**src/rtl/jtdd_romsched_pkg.sv**
```systemverilog
// jtdd_romsched_pkg
//   Shared definitions for the ROM read scheduler: default slot count,
//   SDRAM address/data widths and the scheduler FSM state encoding.
//   No ports (package).
package jtdd_romsched_pkg;

   localparam int DEF_SLOTS = 8;
   localparam int DEF_AW    = 22;
   localparam int DEF_DW    = 16;

   typedef enum logic [1:0] {
      ST_IDLE = 2'd0,   // looking for a missing slot
      ST_REQ  = 2'd1,   // sdram_req held until the controller acks
      ST_WAIT = 2'd2    // request accepted, waiting for our read data
   } state_t;

endpackage

```
**src/rtl/jtdd_rr_pick.sv**
```systemverilog
// jtdd_rr_pick
//   Combinational round-robin priority encoder. Returns the first set bit
//   of miss found when scanning from index ptr upward, wrapping at SLOTS.
// Ports:
//   miss  in   SLOTS  per-slot request vector
//   ptr   in   PW     scan start index
//   gnt   out  PW     selected index (0 when nothing is requested)
//   any   out  1      at least one request present
module jtdd_rr_pick #(
   parameter int SLOTS = 8,
   parameter int PW    = $clog2(SLOTS)
) (
   input  logic [SLOTS-1:0] miss,
   input  logic [PW-1:0]    ptr,
   output logic [PW-1:0]    gnt,
   output logic             any
);

   logic [PW-1:0] idx;

   // Scan from the farthest offset down to offset 0 so that the entry
   // closest to ptr is the last one written and therefore wins.
   always_comb begin
      gnt = '0;
      idx = '0;
      for (int k = SLOTS - 1; k >= 0; k--) begin
         idx = PW'((int'(ptr) + k) % SLOTS);
         if (miss[idx]) gnt = idx;
      end
   end

   assign any = |miss;

endmodule

```
**src/rtl/jtdd_romsched.sv**
```systemverilog
// jtdd_romsched
//   Shares the single SDRAM read port between SLOTS ROM requesters. Each
//   slot keeps a one-word cache (valid/tag/data); a slot whose request does
//   not hit its cache is a miss, misses are granted round-robin and served
//   one at a time through the SDRAM req/ack/ready handshake.
// Ports:
//   clk, rst_n    clock, asynchronous active-low reset
//   slot_cs       per-slot read request (level)
//   slot_addr     per-slot word address, slot i at [i*AW +: AW]
//   slot_ok       per-slot: cached word matches the current address
//   slot_dout     per-slot cached word, slot i at [i*DW +: DW]
//   downloading   ROM download in progress: abort and invalidate everything
//   sdram_req     read request, held until sdram_ack
//   sdram_addr    read address, stable while sdram_req
//   sdram_ack     one-cycle pulse, request accepted
//   data_rdy      one-cycle pulse, read data valid
//   data_dst      qualifies data_rdy as belonging to this block
//   data_read     read data
module jtdd_romsched
   import jtdd_romsched_pkg::*;
#(
   parameter int SLOTS = DEF_SLOTS,
   parameter int AW    = DEF_AW,
   parameter int DW    = DEF_DW
) (
   input  logic                clk,
   input  logic                rst_n,
   input  logic [SLOTS-1:0]    slot_cs,
   input  logic [SLOTS*AW-1:0] slot_addr,
   output logic [SLOTS-1:0]    slot_ok,
   output logic [SLOTS*DW-1:0] slot_dout,
   input  logic                downloading,
   output logic                sdram_req,
   output logic [AW-1:0]       sdram_addr,
   input  logic                sdram_ack,
   input  logic                data_rdy,
   input  logic                data_dst,
   input  logic [DW-1:0]       data_read
);

   localparam int PW = $clog2(SLOTS);

   state_t        state_q, state_d;
   logic          req_q, req_d;
   logic [AW-1:0] addr_q, addr_d;
   logic [PW-1:0] gnt_q, gnt_d;
   logic [PW-1:0] ptr_q, ptr_d;
   logic          fill;

   logic [SLOTS-1:0] miss;
   logic [AW-1:0]    addr_a [SLOTS];
   logic [PW-1:0]    pick;
   logic             any;

   jtdd_rr_pick #(.SLOTS(SLOTS), .PW(PW)) u_pick (
      .miss (miss),
      .ptr  (ptr_q),
      .gnt  (pick),
      .any  (any)
   );

   // Per-slot one-word cache. The tag stored on a fill is the address that
   // was sent to SDRAM, so a requester that moved mid-flight still misses.
   for (genvar i = 0; i < SLOTS; i++) begin : g_slot
      logic          valid_q;
      logic [AW-1:0] tag_q;
      logic [DW-1:0] data_q;

      always_ff @(posedge clk or negedge rst_n) begin
         if (!rst_n) begin
            valid_q <= 1'b0;
            tag_q   <= '0;
            data_q  <= '0;
         end else if (downloading) begin
            valid_q <= 1'b0;
         end else if (fill && gnt_q == PW'(i)) begin
            valid_q <= 1'b1;
            tag_q   <= addr_q;
            data_q  <= data_read;
         end
      end

      assign addr_a[i]              = slot_addr[i*AW +: AW];
      assign slot_ok[i]             = slot_cs[i] & valid_q & (tag_q == addr_a[i]);
      assign miss[i]                = slot_cs[i] & ~slot_ok[i] & ~downloading;
      assign slot_dout[i*DW +: DW]  = data_q;
   end

   always_ff @(posedge clk or negedge rst_n) begin
      if (!rst_n) begin
         state_q <= ST_IDLE;
         req_q   <= 1'b0;
         addr_q  <= '0;
         gnt_q   <= '0;
         ptr_q   <= '0;
      end else begin
         state_q <= state_d;
         req_q   <= req_d;
         addr_q  <= addr_d;
         gnt_q   <= gnt_d;
         ptr_q   <= ptr_d;
      end
   end

   always_comb begin
      state_d = state_q;
      req_d   = req_q;
      addr_d  = addr_q;
      gnt_d   = gnt_q;
      ptr_d   = ptr_q;
      fill    = 1'b0;
      case (state_q)
         ST_IDLE: begin
            if (any) begin
               gnt_d   = pick;
               addr_d  = addr_a[pick];
               req_d   = 1'b1;
               state_d = ST_REQ;
            end
         end
         ST_REQ: begin
            if (sdram_ack) begin
               req_d   = 1'b0;
               state_d = ST_WAIT;
            end
         end
         ST_WAIT: begin
            // Unqualified data_rdy belongs to another client of the controller.
            if (data_rdy && data_dst) begin
               fill    = 1'b1;
               ptr_d   = (gnt_q == PW'(SLOTS - 1)) ? '0 : gnt_q + 1'b1;
               state_d = ST_IDLE;
            end
         end
         default: begin
            req_d   = 1'b0;
            state_d = ST_IDLE;
         end
      endcase
      // A download invalidates the ROM contents; drop any transfer in flight.
      if (downloading) begin
         state_d = ST_IDLE;
         req_d   = 1'b0;
         fill    = 1'b0;
      end
   end

   assign sdram_req  = req_q;
   assign sdram_addr = addr_q;

endmodule

```
**config.mk**
```make
export PLATFORM = sky130hd
export DESIGN_NAME = jtdd_romsched
export DESIGN_NICKNAME = d
export VERILOG_FILES = /design/src/rtl/jtdd_romsched_pkg.sv /design/src/rtl/jtdd_rr_pick.sv /design/src/rtl/jtdd_romsched.sv
export SDC_FILE = /design/constraint.sdc
export NUM_CORES = 1
export LEC_CHECK = 0
export BUFFER_PORTS_ARGS = -buffer_cell sky130_fd_sc_hd__buf_2
export CORE_ASPECT_RATIO = 1.2
export CORE_UTILIZATION = 60
export DETAILED_ROUTE_END_ITERATION = 10
export GPL_TIMING_DRIVEN = 0
export PLACE_DENSITY = 0.85
export SKIP_LAST_GASP = 1
export SYNTH_ARGS = -nofsm -noshare
export SYNTH_HDL_FRONTEND = slang
export SYNTH_SLANG_ARGS = --single-unit
```
**constraint.sdc**
```tcl
create_clock -name clk -period 11.48 [get_ports clk]
set_clock_uncertainty 0.2 [all_clocks]
set_input_delay 1.722 -clock clk [delete_from_list [all_inputs] [get_ports clk]]
set_output_delay 1.722 -clock clk [all_outputs]
set_load 0.01 [all_outputs]
```
== Yosys cells after proc, flatten, opt, wreduce, memory -nomap -nowiden ==
Index checks and enable logic that the tools add are counted.

* Bits in registers: 343
* Input bits: 206
* Output and inout port bits: 159
* Word-level logic and storage cells: 197

* Add/sub/neg operators: 8
* Magnitude comparators: 9
* Eq/ne operators: 21
* Mux-type cells: 56
* Bitwise logic cells: 42
* Reduce and logical (&&, ||, !) cells: 32

{| class="wikitable"
|+ Operators by type and width
! operator !! count
|-
| $eq 22x22->1 || 8
|-
| $bmux 22 s3 || 1
|-
| $mux 22 || 2
|-
| $and 1x1->1 || 32
|-
| $lt 3x4->1 const B || 8
|-
| $mux 1 || 30
|-
| $mux 3 || 9
|-
| $bmux 1 s3 || 8
|-
| $reduce_and 2->1 || 10
|-
| $reduce_bool 2->1 || 8
|-
| $add 3x3->3 const B || 4
|-
| $eq 3x3->1 const B || 4
|-
| $logic_and 1x1->1 || 9
|-
| $ne 3x3->1 const B || 3
|-
| $not 1->1 || 9
|-
| $mux 2 || 4
|-
| $reduce_or 8->1 || 1
|-
| $add 3x1->3 const B || 2
|-
| $add 3x2->3 const B || 2
|-
| $eq 3x2->1 const B || 2
|-
| $pmux 2 s3 || 1
|-
| $reduce_and 3->1 || 2
|-
| $ge 4x4->1 const B || 1
|-
| $not 3->4 || 1
|-
| other kinds (7) || 7
|}

== Longest topological paths before layout ==
Gate-level depths: netlist of the first run.

* Depth after elaboration: 19
* Gate-level depth with buffers: 17
* Gate-level depth less buffers: 12

== By module ==
Synthesis of the first run repeated with hierarchy kept, for this count alone.

* Cell total of the unflattened synthesis: 1,207
* Area total of the unflattened synthesis: 17,098.9 um^2

{| class="wikitable"
|+ Modules (own cells, without submodules)
! module !! times used !! cells each !! area each (um^2) !! sequential area each (um^2)
|-
| jtdd_romsched || 1 || 1,122 || 16,306.9 || 8,583.2
|-
| jtdd_rr_pick || 1 || 85 || 792.0 || 0.0
|}

== Worst setup path after synthesis of the first run ==
Ideal clock, no wire load.

* Path kind: input-to-reg
* Start point: input slot_addr[137]
* End point: register addr_q[16], in the netlist sdram_addr[16]
* Setup time: 0.133 ns
* Data arrival time: 5.198 ns
* Required time: 11.147 ns
* Setup slack: 5.950 ns
* Stages: 14
* Buffers on the path: 2
* Path through: xor2_1 -> or4_1 -> or4_4 -> o211ai_1 -> a311oi_1 -> or2_1 -> a211oi_1 -> o21a_1 -> clkbuf_1 -> a21boi_2 -> clkbuf_1 -> mux2_2 -> a2bb2oi_1 -> nand4_1

* Word-level cells in the longest chain between the ends: 19
* Elaborated cells on any way between the ends: 35
* Those cells by class: eq/ne (1); mux (27); bitwise (5); reduce/logical (2)

{| class="wikitable"
|+ RTL lines
! item !! RTL line !! text
|-
| start, declared || jtdd_romsched.sv:29 || <nowiki>input logic [SLOTS*AW-1:0] slot_addr,</nowiki>
|-
| $eq 22x22->1 (*) || jtdd_romsched.sv:84 || <nowiki>assign slot_ok[i] = slot_cs[i] & valid_q & (tag_q == addr_a[i]);</nowiki>
|-
| $and 1x1->1 (*) || jtdd_romsched.sv:84 ||
|-
| $not 1->1 (*) || jtdd_romsched.sv:85 || <nowiki>assign miss[i] = slot_cs[i] & ~slot_ok[i] & ~downloading;</nowiki>
|-
| $and 1x1->1 (*) (2 in a row) || jtdd_romsched.sv:85 ||
|-
| $bmux 1 s3 || jtdd_rr_pick.sv:28 || <nowiki>if (miss[idx]) gnt = idx;</nowiki>
|-
| $mux 1 (not written as such) || jtdd_rr_pick.sv:28 ||
|-
| $mux 3 (8 in a row) || jtdd_rr_pick.sv:28 ||
|-
| $not 3->4 (not written as such) || jtdd_romsched.sv:116 || <nowiki>addr_d = addr_a[pick];</nowiki>
|-
| $bmux 22 s3 || jtdd_romsched.sv:116 ||
|-
| $mux 22 (not written as such) (2 in a row) || jtdd_romsched.sv:116 ||
|-
| end signal, assigned || jtdd_romsched.sv:99 || <nowiki>addr_q <= addr_d;</nowiki>
|-
| end, declared || jtdd_romsched.sv:45 || <nowiki>logic [AW-1:0] addr_q, addr_d;</nowiki>
|}

Mark *: on every way between the ends. The rest lies on a longest branch, timed or not. The select of a mux whose other input is x is not followed.
A chain may end at the register's enable or synchronous reset.

== Worst setup path in the final report of the first run ==
* Start point: input slot_addr[31]
* End point: register addr_q[17], in the netlist sdram_addr[17]

The elaborated chain is that of the path after synthesis.

==> impl_metrics.tcl, run 1 <==
set metrics [dict create \
    outcome "completed" \
    postSynthAreaPerCell_um2 12.3 \
    cts-root-buf "clkbuf_16" \
    fmax_mhz 138 \
    slowest_stage "nor4_1" \
    wl_per_cell_um 31.1 \
    syn2layout_area_growth_pct 19.7 \
    arrival_ps 7460 \
    core_mm2 0.0295 \
    port_buffers 363 \
    relSlewSlack_pct 25.4 \
    dr.pass1.iters 6 \
    critPathBufInv 3 \
    max_stage_delay_ps 820 \
    ant_nets 0 \
    cts_buffers 35 \
    drt-initial-drc-count 1240 \
    die_area_mm2 0.0306 \
    post_cts_buffers 0 \
    cp_top_family "simple AND/OR/NAND/NOR gates" \
    r2r-start "g_slot[1].tag_q[9]" \
    postRouteWirelength_um 70900 \
    syn-cell-area_mm2 0.0179 \
    drc 0 \
    synth_ff_type "dfrtp_1" \
    required_ps 11670 \
    core.rowCount 69 \
    cp-start-kind "input pin" \
    crit_chain "buf_2 -> xnor2_1 -> nand4_1 -> nor4_1 -> nor4b_1 -> a311oi_1 -> or2_1 -> a211oi_1 -> o21a_1 -> clkbuf_1 -> a21boi_2 -> clkbuf_1 -> mux2_2 -> a2bb2oi_1 -> nand4_1" \
    grt_use_met2_pct 78.3 \
    antenna_found_initial 8 \
    async_flop_share_pct 100 \
    fin_tns_setup_ps 0 \
    finalCritPeriodShare_pct 63.3 \
    min_period_ps 7270 \
    grtUsageMet3_pct 11.5 \
    numClockSinks 343 \
    final-setup-viol-count 0 \
    grt_max_degree 99 \
    p_clk_share_pct 22.6 \
    synth_edf_count 0 \
    yosys_warnings 0 \
    min-delay-start "g_slot[2].valid_q" \
    die_w_um 160 \
    tightest_slew_ps 1120 \
    vdd_ir_drop_max_v 0.000167 \
    grt.met1_usage_pct 48.6 \
    p_sw_mw 2.12 \
    nets 2075 \
    internal_power_mw 2.97 \
    num_io_pins 365 \
    rsz0062_at_grt "false" \
    top_usage_layer "met2" \
    drv_cap 0 \
    groute.usage.overall_pct 46.4 \
    htree_levels 2 \
    final_util_pct 72.7 \
    gp_congestion 1.04 \
    power_leakage_nw 11.1 \
    die_y_um 191 \
    grt_pass1_wl_um 102000 \
    vias 14900 \
    yosysUniqueCellTypes 71 \
    initial_core_util_pct 60.8 \
    path_class "input pin to flop" \
    p_seq_share_pct 31.0 \
    power.density_mw_per_mm2 237 \
    vias_per_cell 6.54 \
    grt_overflow 0 \
    synthCells 1458 \
    ys_ff_latch 343 \
    drv_slew 0 \
    syn_nets 1672 \
    combPwrFrac_pct 46.4 \
    drive_gt1_share_pct 42.8 \
    crit_path_start "slot_addr[31]" \
    ys_seq_area_share_pct 47.8 \
    crit_fanout 10 \
    cts_resized 0 \
    end_kind "flop" \
    hpwl_um 53100 \
    clk_pin_slew_ps 60 \
    cts_hold_buffers 0 \
    switching_share_pct 41.6 \
    cts_tree "built" \
    hold_violations 0 \
    worstSkewPairLatency_ps 530 \
    seq_area_mm2 0.00858 \
    first_global_vias 15600 \
    hp-class "flop to flop" \
    multi_input_area_mm2 0.00899 \
    cts.path.max_buffers 3 \
    nFillCells 1958 \
]
layout make-up:
cell class | count | area share (%)
Antenna cell | 7 | 0.0816
Clock buffer | 50 | 4.82
Multi-Input combinational cell | 1029 | 41.8
Inverter | 14 | 0.245
Sequential cell | 343 | 40.0
Timing Repair Buffer | 366 | 8.89
Clock inverter | 6 | 0.384
Tap cell | 390 | 2.27
Buffer | 72 | 1.51
per-layer routing:
layer	up-vias	part of all wire, %	wire [µm]
met5	-	0.058	41
met4	6	10	7140
met3	336	8.1	5730
met2	926	48	34300
met1	7422	33	23700
li1	6193	-	-
synth_stat cells (3+ instances only):
master,count,area (µm²)
a211o_1,3,26.3
a21o_1,8,60.1
a21oi_1,9,45.0
a22o_1,4,35.0
a22oi_1,22,165
a2bb2oi_1,22,193
a32o_1,24,240
and2_1,12,75.1
buf_1,7,26.3
buf_2,13,65.1
buf_6,5,56.3
clkbuf_1,47,176
dfrtp_1,343,8580
ha_1,8,100
inv_1,13,48.8
mux2_2,351,3950
mux2i_1,28,280
mux4_2,5,113
nand2_1,60,225
nand2b_1,24,150
nand3_1,36,180
nand4_1,44,275
nor2_1,28,105
nor2b_1,6,37.5
nor3_1,3,15.0
nor4_1,45,282
nor4b_1,3,26.3
o211ai_1,10,75.1
o21ai_0,20,100
o22ai_1,10,62.6
or2_2,3,18.8
or3_1,3,18.8
or4_1,7,52.6
xnor2_1,49,429
xor2_1,132,1160
power groups by stage:
stage / clock (mW) / combinational [mW] / sequential [mW]
global placement: 0 / 2.25 / 1.57
global route: 1.19 / 2.45 / 1.58
CTS: 1.14 / 2.30 / 1.56
finish: 1.15 / 2.36 / 1.58
detailed placement: 0 / 2.27 / 1.58
floorplan: 0 / 1.49 / 1.52
state kept, by name (all words and copies together), names as in the netlist:
register / count
g_slot.data_q: 128
g_slot.tag_q: 176
g_slot.valid_q: 8
gnt_q: 3
ptr_q: 3
sdram_addr: 22
sdram_req: 1
state_q: 2
path summary, 6_finish.rpt:
kind                                       end  slack (ps)  depth (start not counted)
min in group asynchronous  g_slot[2].tag_q[17]         960                          1
max                             sdram_addr[17]        4210                         15
min                          g_slot[2].valid_q         290                          1
min reg2reg                  g_slot[2].valid_q         290                          1
max in group asynchronous  g_slot[5].data_q[2]        8800                          3
max reg2reg                     sdram_addr[17]        5120                         14
layout by cell type, fill, tap and decap left out, types with 9 or more instances in the layout:
| cell | n |
|---|---|
| a21oi_1 | 9 |
| o211ai_1 | 10 |
| nand2_1 | 60 |
| a22oi_1 | 22 |
| nor4_1 | 45 |
| inv_1 | 13 |
| a2bb2oi_1 | 22 |
| mux2_2 | 351 |
| xnor2_1 | 49 |
| buf_2 | 375 |
| clkbuf_16 | 37 |
| xor2_1 | 132 |
| nor2_1 | 28 |
| o22ai_1 | 10 |
| and2_1 | 12 |
| nand2b_1 | 24 |
| a32o_1 | 24 |
| o21ai_0 | 20 |
| nand3_1 | 36 |
| nand4_1 | 44 |
| mux2i_1 | 28 |
| dfrtp_1 | 343 |
| clkbuf_1 | 54 |
stage by stage:
stage | std cells | hold slack, ps | instance area, µm² | setup WS, ps | total power [mW]
floorplan | 1458 | 250 | 17900 | 5950 | 3.01
global placement | 2211 | 261 | 20300 | 2170 | 3.82
detailed placement | 2214 | 269 | 20300 | 4060 | 3.85
CTS | 2270 | 283 | 21500 | 4590 | 5.00
global route | 2276 | 289 | 21500 | 4250 | 5.22
finish | 2277 | 286 | 21500 | 4210 | 5.09
cells by family after synthesis:
kind of cell / count (synthesis) / share of synthesized area (%)
buffers and inverters: 86 / 2.10
adders and majority gates: 8 / 0.558
and+or+nand+nor: 291 / 9.19
xor gates and xnor gates: 181 / 8.83
DFF: 343 / 47.8
AOI/OAI and AO/OA: 165 / 7.29
muxes: 384 / 24.2
worst reg2reg max path, delay by kind of cell (launching register included):
kind / cells / cell delay, ps
buffers and inverters: 2 / 1000
and+or+nand+nor: 5 / 2130
xor gates and xnor gates: 1 / 660
AOI/OAI and AO/OA: 5 / 1390
DFF: 1 / 400
muxes: 1 / 440
Note: power is estimated with default switching activity, not from simulation.
==> inputs of run 2 (changes only) <==
--- a/config.mk
+++ b/config.mk
@@ -7,10 +7,10 @@
 export LEC_CHECK = 0
 export BUFFER_PORTS_ARGS = -buffer_cell sky130_fd_sc_hd__buf_2
 export CORE_ASPECT_RATIO = 1.2
-export CORE_UTILIZATION = 60
+export CORE_UTILIZATION = 50
 export DETAILED_ROUTE_END_ITERATION = 10
 export GPL_TIMING_DRIVEN = 0
-export PLACE_DENSITY = 0.85
+export PLACE_DENSITY = 0.76
 export SKIP_LAST_GASP = 1
 export SYNTH_ARGS = -nofsm -noshare
 export SYNTH_HDL_FRONTEND = slang
==> constraint.sdc (replaced) <==
create_clock -name clk -period 6.48 [get_ports clk]
set_clock_uncertainty 0.2 [all_clocks]
set_input_delay 0.972 -clock clk [delete_from_list [all_inputs] [get_ports clk]]
set_output_delay 0.972 -clock clk [all_outputs]
set_load 0.01 [all_outputs]
==> run 2 against run 1 <==
Core utilization fell by 12 points. Sequential share of layout area down 0.11 points. Via count down 5.5%. Clock power up 75%. Sequential power rose by 75%. Hold slack got worse by 12 ps. Global-route usage shrank 10 points. Cell area grew 0.27%. First-iteration DRC count down 18%. Power up 74%. Clock-buffer cell count rose by 2. Critical path type unchanged. Highest routed layer unchanged.
==> impl_metrics.tcl, run 2 (synthesis results as in run 1) <==
set metrics [dict create \
    post_cts_buffers 0 \
    core_mm2 0.0352 \
    cts_buffers 35 \
    grt_max_degree 128 \
    postRouteWirelength_um 65900 \
    hold_violations 0 \
    tightest_slew_ps 1250 \
    port_buffers 363 \
    num_io_pins 365 \
    htree_levels 2 \
    groute.usage.overall_pct 36.2 \
    vias 14100 \
    finalHoldWorstSlack_ps 273 \
    final-setup-viol-count 0 \
    seq_area_mm2 0.00858 \
    cts_tree "built" \
    layout_commonest_cell "buf_2" \
    die_w_um 175 \
    drive_gt1_share_pct 42.8 \
    rsz0062_at_grt "false" \
    wl_per_cell_um 28.0 \
    slowest_stage "nor4_1" \
    nets 2074 \
    grt_pass1_wl_um 96000 \
    vdd_ir_drop_max_v 0.000308 \
    cts_resized 0 \
    hpwl_um 52400 \
    dp_slack_ps -207 \
    cts-root-buf "clkbuf_16" \
    cts_hold_buffers 0 \
    cp-start-kind "input pin" \
    multi_input_area_mm2 0.00899 \
    dr.pass1.iters 6 \
    grt_overflow 0 \
    final_cell_mix "buf_2 (375), mux2_2 (351), dfrtp_1 (343)" \
    end_kind "flop" \
    core.rowCount 75 \
    rrSetupSlack_ps 390 \
    hp-class "input pin to async pin" \
    relSlewSlack_pct 16.7 \
    largest_reg_flops 176 \
    finalCritPeriodShare_pct 96.6 \
    power.density_mw_per_mm2 410 \
    outcome "completed" \
    syn2layout_area_growth_pct 20.0 \
    final_util_pct 61.2 \
    initial_core_util_pct 51.0 \
    max_stage_delay_ps 870 \
    antenna_found_initial 6 \
    fmax_mhz 160 \
    cts.path.max_buffers 3 \
    first_global_vias 15000 \
    min_period_ps 6260 \
    setup_ws_ps 219 \
    die_area_mm2 0.0367 \
    drv_cap 0 \
    crit_chain "buf_2 -> xor2_1 -> nor4_1 -> nand4_1 -> o311ai_0 -> a311oi_1 -> or2_1 -> a211oi_1 -> o21a_1 -> clkbuf_1 -> a21boi_2 -> clkbuf_1 -> mux2_2 -> a2bb2oi_1 -> nand4_1" \
    power_leakage_nw 11.1 \
    gp_congestion 1.00 \
    clk_pin_slew_ps 60 \
    numClockSinks 343 \
    nFillCells 2902 \
    drt-initial-drc-count 1022 \
    largest-register "g_slot.tag_q" \
    drv_slew 0 \
    path_class "input pin to flop" \
    vias_per_cell 5.98 \
    worstSkewPairLatency_ps 540 \
    drc 0 \
    crit_fanout 10 \
    die_y_um 210 \
    ant_nets 0 \
    required_ps 6680 \
    arrival_ps 6460 \
]
-- run 2: cell count changes in the layout (fill, tap and decap cells not counted) --
cell	before	now
clkinvlp_4	1	0
clkinv_8	0	1
buf_16	3	2
inv_6	0	1
clkbuf_16	37	36
clkbuf_1	54	56
clkinv_2	3	8
bufinv_16	2	1
diode_2	7	2
clkbuf_8	6	7
-- run 2: final timing paths --
check	cells past startpoint	from	endpoint
setup / recovery	15	slot_addr[46]	sdram_addr[17]
hold / removal	1	rst_n	g_slot[2].data_q[0]
setup reg to reg	14	g_slot[2].tag_q[2]	sdram_addr[17]
hold reg to reg	1	g_slot[3].valid_q	g_slot[3].valid_q
max in group asynchronous	2	rst_n	g_slot[7].tag_q[12]
min in group clk	1	g_slot[3].valid_q	g_slot[3].valid_q
-- run 2: stage by stage --
stage	instance area [µm²]	instances	power [mW]	TNS, ps
after detailed placement	20400	2285	6.78	-913
after global routing	21500	2348	9.17	0
after global placement	20300	2283	6.71	-753320
after floorplan	17900	1458	5.33	0
after CTS	21500	2348	8.79	0
final	21500	2350	8.83	0
-- run 2: where the power goes --
group	leakage, nW	internal (mW)	switching [mW]
Combinational	5.81	1.69	2.37
Sequential	4.72	2.38	0.378
Clock	0.561	1.15	0.866
-- run 2: cell type report --
type | count | share of cell area (%)
repair buffers | 365 | 8.74
well taps | 462 | 2.68
multi-input cells | 1029 | 41.7
clock inverters | 11 | 0.442
plain buffers | 72 | 1.50
diodes | 2 | 0.0232
inverters | 14 | 0.244
clock buffers | 52 | 4.79
flip-flops and latches | 343 | 39.9
-- run 2: critical path: cells and delay by family --
| family | cells | cell delay, ps |
|---|---|---|
| xor gates and xnor gates | 1 | 220 |
| muxes | 1 | 430 |
| AOI/OAI and AO/OA | 6 | 1910 |
| buffers and inverters | 3 | 1120 |
| and+or+nand+nor | 4 | 1780 |
-- run 2: layer usage --
| layer | wire (µm) | part of all wire (%) | up-vias | track usage, % |
|---|---|---|---|---|
| met5 | 46 | 0.070 | - | 0 |
| met1 | 23500 | 36 | 7037 | 39.6 |
| li1 | - | - | 6186 | - |
| met4 | 5150 | 7.8 | 8 | 25.8 |
| met3 | 4630 | 7.0 | 194 | 7.17 |
| met2 | 32600 | 49 | 637 | 62.5 |
